$ cat config.mk
export PLATFORM = sky130hd
export DESIGN_NAME = multi_clock_divider
export DESIGN_NICKNAME = d
export VERILOG_FILES = /design/src/rtl/clkdiv_pkg.sv /design/src/rtl/clkdiv_channel.sv /design/src/rtl/multi_clock_divider.sv
export SDC_FILE = /design/constraint.sdc
export NUM_CORES = 2
export LEC_CHECK = 0
export ABC_AREA = 0
export ABC_CLOCK_PERIOD_IN_PS = 8600
export CAP_MARGIN = 0
export CORE_MARGIN = 5
export CORE_UTILIZATION = 59
export DETAILED_ROUTE_END_ITERATION = 8
export GPL_TIMING_DRIVEN = 0
export PLACE_DENSITY = 0.81
export SETUP_SLACK_MARGIN = 0.1
export SLEW_MARGIN = 15
export SYNTH_ARGS = -nofsm -noshare
export SYNTH_HDL_FRONTEND = slang
export SYNTH_SLANG_ARGS = --single-unit
$ cat constraint.sdc
create_clock -name clk -period 8.6 [get_ports clk]
set_input_delay 1.29 -clock clk [delete_from_list [all_inputs] [get_ports clk]]
set_output_delay 1.29 -clock clk [all_outputs]
set_load 0.01 [all_outputs]
$ cat src/rtl/clkdiv_pkg.sv
// Shared types for the multi-channel clock/tick divider.
// Mode encoding, default counter width and the per-channel configuration record.
package clkdiv_pkg;

  localparam int unsigned ClkdivCntW = 32;

  typedef enum logic [1:0] {
    TOGGLE = 2'd0,
    PULSE  = 2'd1,
    DUTY   = 2'd2,
    RSVD   = 2'd3
  } clkdiv_mode_e;

  typedef struct packed {
    logic [ClkdivCntW-1:0] div;
    logic [ClkdivCntW-1:0] high;
    clkdiv_mode_e          mode;
  } clkdiv_cfg_t;

  // The reserved encoding runs as a plain toggle divider.
  function automatic logic is_toggle(clkdiv_mode_e mode);
    return (mode == TOGGLE) || (mode == RSVD);
  endfunction

endpackage

$ cat src/rtl/clkdiv_channel.sv
// One divider channel: period counter, shadowed reload and registered output shaping.
// The shadow set becomes active at a wrap, a sync strobe or any disabled cycle.
module clkdiv_channel
  import clkdiv_pkg::*;
#(
  parameter int unsigned CNT_W = ClkdivCntW
) (
  input  logic             clk,
  input  logic             rst_n,
  input  logic             en,
  input  logic             sync_i,
  input  logic             load,
  input  logic [CNT_W-1:0] div_i,
  input  logic [CNT_W-1:0] high_i,
  input  logic [1:0]       mode_i,
  output logic             clk_out,
  output logic             tick,
  output logic             pend
);

  typedef struct packed {
    logic [CNT_W-1:0] div;
    logic [CNT_W-1:0] high;
    clkdiv_mode_e     mode;
  } cfg_t;

  cfg_t             act_q, act_d;
  cfg_t             shd_q, shd_d;
  logic [CNT_W-1:0] cnt_q, cnt_d;
  logic             pend_q, pend_d;
  logic             clk_out_q, clk_out_d;
  logic             tick_q, tick_d;

  logic [CNT_W-1:0] eff_div;
  logic             wrap;
  logic             apply;

  // Divisors 0 and 1 both mean a one-cycle period; D-1 never underflows.
  assign eff_div = (act_q.div == '0) ? CNT_W'(1) : act_q.div;
  assign wrap    = (cnt_q == eff_div - CNT_W'(1));
  assign apply   = pend_q && (!en || sync_i || wrap);

  always_comb begin
    act_d     = act_q;
    shd_d     = shd_q;
    pend_d    = pend_q;
    cnt_d     = cnt_q;
    clk_out_d = clk_out_q;
    tick_d    = 1'b0;

    if (apply) begin
      act_d  = shd_q;
      pend_d = 1'b0;
    end
    // A load coinciding with an apply is held for the next opportunity.
    if (load) begin
      shd_d.div  = div_i;
      shd_d.high = high_i;
      shd_d.mode = clkdiv_mode_e'(mode_i);
      pend_d     = 1'b1;
    end

    if (!en || sync_i) begin
      cnt_d     = '0;
      clk_out_d = 1'b0;
    end else begin
      cnt_d  = wrap ? '0 : cnt_q + CNT_W'(1);
      tick_d = wrap;
      if (is_toggle(act_d.mode)) begin
        if (wrap) clk_out_d = ~clk_out_q;
      end else if (act_d.mode == PULSE) begin
        clk_out_d = wrap;
      end else begin
        clk_out_d = (cnt_d < act_d.high);
      end
    end
  end

  always_ff @(posedge clk) begin
    if (!rst_n) begin
      act_q     <= '0;
      shd_q     <= '0;
      cnt_q     <= '0;
      pend_q    <= 1'b0;
      clk_out_q <= 1'b0;
      tick_q    <= 1'b0;
    end else begin
      act_q     <= act_d;
      shd_q     <= shd_d;
      cnt_q     <= cnt_d;
      pend_q    <= pend_d;
      clk_out_q <= clk_out_d;
      tick_q    <= tick_d;
    end
  end

  assign clk_out = clk_out_q;
  assign tick    = tick_q;
  assign pend    = pend_q;

endmodule

$ cat src/rtl/multi_clock_divider.sv
// N independent divider channels sharing a common phase-alignment strobe.
// All outputs are registered inside the channels.
module multi_clock_divider
  import clkdiv_pkg::*;
#(
  parameter int unsigned NCH   = 4,
  parameter int unsigned CNT_W = ClkdivCntW
) (
  input  logic                      clk,
  input  logic                      rst_n,
  input  logic [NCH-1:0]            en,
  input  logic                      sync_i,
  input  logic [NCH-1:0]            load,
  input  logic [NCH-1:0][CNT_W-1:0] div_i,
  input  logic [NCH-1:0][CNT_W-1:0] high_i,
  input  logic [NCH-1:0][1:0]       mode_i,
  output logic [NCH-1:0]            clk_out,
  output logic [NCH-1:0]            tick,
  output logic [NCH-1:0]            pend
);

  for (genvar g = 0; g < NCH; g++) begin : g_ch
    clkdiv_channel #(
      .CNT_W (CNT_W)
    ) u_ch (
      .clk     (clk),
      .rst_n   (rst_n),
      .en      (en[g]),
      .sync_i  (sync_i),
      .load    (load[g]),
      .div_i   (div_i[g]),
      .high_i  (high_i[g]),
      .mode_i  (mode_i[g]),
      .clk_out (clk_out[g]),
      .tick    (tick[g]),
      .pend    (pend[g])
    );
  end

endmodule

==> impl_metrics.env <==
export IMPL_synth_nets=4114
export IMPL_relSlewSlack_pct=25.5
export IMPL_vias=27600
export IMPL_htree_levels=3
export IMPL_cts_buffers=71
export IMPL_core_area_um2=57500
export IMPL_maxSlewViolCount=0
export IMPL_clockPowerShare_pct=42.6
export IMPL_status="finished clean"
export IMPL_arrival_ns=8.32
export IMPL_start_util_pct=59.3
export IMPL_slowest_delay_ns=0.51
export IMPL_drc=0
export IMPL_rsz0062_at_grt="false"
export IMPL_maxCapViolCount=0
export IMPL_synth_edf_count=0
export IMPL_nets=4468
export IMPL_period_minus_slack_ns=7.84
export IMPL_async_flop_share_pct=0
export IMPL_filler_cell_count=4505
export IMPL_drive_above_1_share_pct=4.99
export IMPL_synthCells=3703
export IMPL_required_ns=9.08
export IMPL_highest_layer="met5"
export IMPL_clock_path_buffers=3
export IMPL_wl_um=89400
export IMPL_route_met2_wl_um=41400
export IMPL_cts_setup_buffers=0
export IMPL_p_leak_nw=17.1
export IMPL_cts_tree="built"
export IMPL_gp_congestion=0.941
export IMPL_worst_path_buf_inv=5
export IMPL_synth_top_area_share_pct=39.2
export IMPL_fp_dieW_um=250
export IMPL_r2r_slack_ns=0.76
export IMPL_intPower_w=0.00571
export IMPL_drt_pass1_iterations=5
export IMPL_yosys_area_top_type="dfxtp_1"
export IMPL_post_dp_hpwl_um=67300
export IMPL_hold_viol_final=0
export IMPL_p_comb_share_pct=14.6
export IMPL_die_area_um2=62700
export IMPL_syn_avg_cell_area_um2=9.20
export IMPL_clkLatencyLatePin_ns=0.61
export IMPL_start_kind="flip-flop"
export IMPL_synth_distinct_cells=79
export IMPL_yosys_warnings=0
export IMPL_slowest_stage="a2111oi_1"
export IMPL_dp_slack_ns=1.01
export IMPL_clock_sinks=668
export IMPL_viasPerCell=5.66
export IMPL_ys_ff_latch=668
export IMPL_drt_antenna_violating_nets=0
export IMPL_drt_met1_wl_um=40300
export IMPL_numPortBuffers=281
export IMPL_tns_ns=0
export IMPL_antenna_found_initial=11
export IMPL_fmax_mhz=128
export IMPL_worst_pin_slew_ns=1.12
export IMPL_yosysSeqAreaShare_pct=39.2
export IMPL_vdd_drop_max_mv=0.169
export IMPL_finalCritPeriodShare_pct=91.2
export IMPL_swShare_pct=25.3
export IMPL_power_density_nw_per_um2=190
export IMPL_clock_root_buffer="clkbuf_16"
export IMPL_num_rows=88
export IMPL_wl_met3_um=5750
export IMPL_holdBufCountCts=0
export IMPL_drt_iter0_markers=1946
export IMPL_p_sw_w=0.00194
export IMPL_area_delta_synth_final_pct=18.4
export IMPL_wl_per_cell_um=18.3
export IMPL_fin_hold_ws_ns=0.458
export IMPL_finClkSkew_ns=0.0237
export IMPL_synth_area_um2=34100
export IMPL_worst_slack_ns=0.761
export IMPL_ys_flop_type="dfxtp_1"
export IMPL_track_usage_pct=27.2
export IMPL_path_delay_family="simple AND/OR/NAND/NOR gates"
export IMPL_synth_area_leaders="dfxtp_1, mux2i_1, nor2b_1"
export IMPL_io_pins=287
export IMPL_crit_type="reg2reg"
export IMPL_clk_pin_slew_ns=0.06
export IMPL_grt_overflow=0
export IMPL_seq_power_share_pct=42.8
export IMPL_cp_end_kind="flip-flop"
export IMPL_setup_viol=0
export IMPL_power_w=0.00765
export IMPL_min_path_type="reg2reg"
export IMPL_cp_max_fo=10
export IMPL_grt_pass1_vias=26700
export IMPL_grt_pass1_wl_um=141000
export IMPL_die_y_um=250
export IMPL_grt_max_degree=15
==> tightest hold or removal path: stages (launching register included) <==
cell	delay (ns)
dfxtp_1	0.31
nand2_1	0.05
o21ai_0	0.06
==> layout make-up <==
type                            count  area (um^2)  share of cell area, %
Timing Repair Buffer              281         2810                   6.97
Multi-Input combinational cell   2788        19700                   48.7
Clock buffer                      101         2100                   5.21
Antenna cell                        5         12.5                 0.0310
Clock inverter                     27          399                  0.989
Buffer                            225          958                   2.37
Sequential cell                   668        13400                   33.1
Tap cell                          765          957                   2.37
Inverter                           22         82.6                  0.205
==> registers in the layout, indices dropped and copies added, names as in the netlist <==
| name | flops |
|---|---|
| g_ch.u_ch.act_q | 264 |
| g_ch.u_ch.clk_out | 4 |
| g_ch.u_ch.cnt_q | 128 |
| g_ch.u_ch.pend | 4 |
| g_ch.u_ch.shd_q | 264 |
| g_ch.u_ch.tick | 4 |
==> routing by layer <==
layer / global-route usage (%) / vias up
met2: 44.9 / 789
li1: - / 13700
met1: 37.3 / 13000
met3: 4.90 / 140
met5: 0 / -
met4: 6.64 / 14
==> cell usage in the layout, fill, tap and decap left out, types with 10 or more instances in the layout <==
master,count
a211oi_1,14
a21boi_0,33
a21o_1,40
a21oi_1,65
a31oi_1,19
and2_1,14
and3_1,33
and4_1,16
buf_1,36
buf_2,22
buf_4,17
clkbuf_1,159
clkbuf_16,74
clkbuf_8,15
clkdlybuf4s50_1,281
dfxtp_1,668
ha_1,136
inv_1,22
mux2i_1,465
nand2_1,216
nand2b_1,33
nand3_1,107
nand3b_1,11
nand4_1,71
nor2_1,249
nor2b_1,486
nor3_1,174
nor3b_1,13
nor4_1,43
nor4b_1,10
o211ai_1,10
o21ai_0,82
or2_2,10
or3_1,21
or4_1,22
xnor2_1,131
xor2_1,137
==> power groups by stage <==
stage / clock network [W] / registers, W / logic, W
floorplan: 0 / 0.00331 / 0.000759
global placement: 0 / 0.00334 / 0.00108
detailed placement: 0 / 0.00334 / 0.00110
CTS: 0.00331 / 0.00327 / 0.00111
global route: 0.00345 / 0.00328 / 0.00122
finish: 0.00326 / 0.00327 / 0.00112
==> final timing paths <==
kind                                             from                                   to  cells after the start
setup / recovery  g_ch[0].u_ch.act_q[45]$_SDFFE_PN0N_    g_ch[0].u_ch.clk_out$_SDFFE_PP0P_                     28
hold / removal    g_ch[1].u_ch.shd_q[44]$_SDFFE_PN0P_  g_ch[1].u_ch.act_q[44]$_SDFFE_PN0N_                      2
setup reg to reg  g_ch[0].u_ch.act_q[45]$_SDFFE_PN0N_    g_ch[0].u_ch.clk_out$_SDFFE_PP0P_                     28
hold reg to reg   g_ch[1].u_ch.shd_q[44]$_SDFFE_PN0P_  g_ch[1].u_ch.act_q[44]$_SDFFE_PN0N_                      2
==> metrics by stage <==
stage               std cells  instance area (um^2)  util, %
floorplan                3703                 34100        -
global route             4879                 40400     70.2
CTS                      4877                 40300     70.2
global placement         4749                 37800     65.8
finish                   4882                 40400     70.2
detailed placement       4749                 37800     65.8
==> synthesized netlist by cell type, types with 7 or more instances <==
cell and number:
nor3_1 174, and4_1 16, buf_4 17, o31ai_1 7, o211ai_1 10, and2_1 14, xnor2_1 131, or4_1 22
clkbuf_1 147, nand2_1 216, a21boi_0 33, nor3b_1 13, nor2_1 249, mux2i_1 465, a211oi_1 14, nand4_1 71
nand3_1 107, inv_1 22, o21ai_0 82, nand4b_1 7, a21oi_1 65, nor4b_1 10, dfxtp_1 668, buf_1 36
o22ai_1 9, a211o_1 7, or2_2 10, nand3b_1 11, nor2b_1 486, and3_1 33, a31oi_1 19, buf_2 22
nand2b_1 33, mux2i_2 7, a21o_1 40, nor4_1 43, xor2_1 137, ha_1 136, o21a_1 7, or3_1 21
==> logic make-up after synthesis <==
| kind of cell | synth area share [%] |
|---|---|
| fa+ha+maj | 4.99 |
| buf+inv | 3.05 |
| simple gates | 24.8 |
| mux | 14.3 |
| compound gates | 6.72 |
| flops | 39.2 |
| xor+xnor | 6.89 |
==> repair_timing <==
item	4_1_cts	5_1_grt
hold endpoints to repair	0	0
endpoints found under the setup margin	0	1
resized for setup	0	1
(Power assumes the default switching activity.)
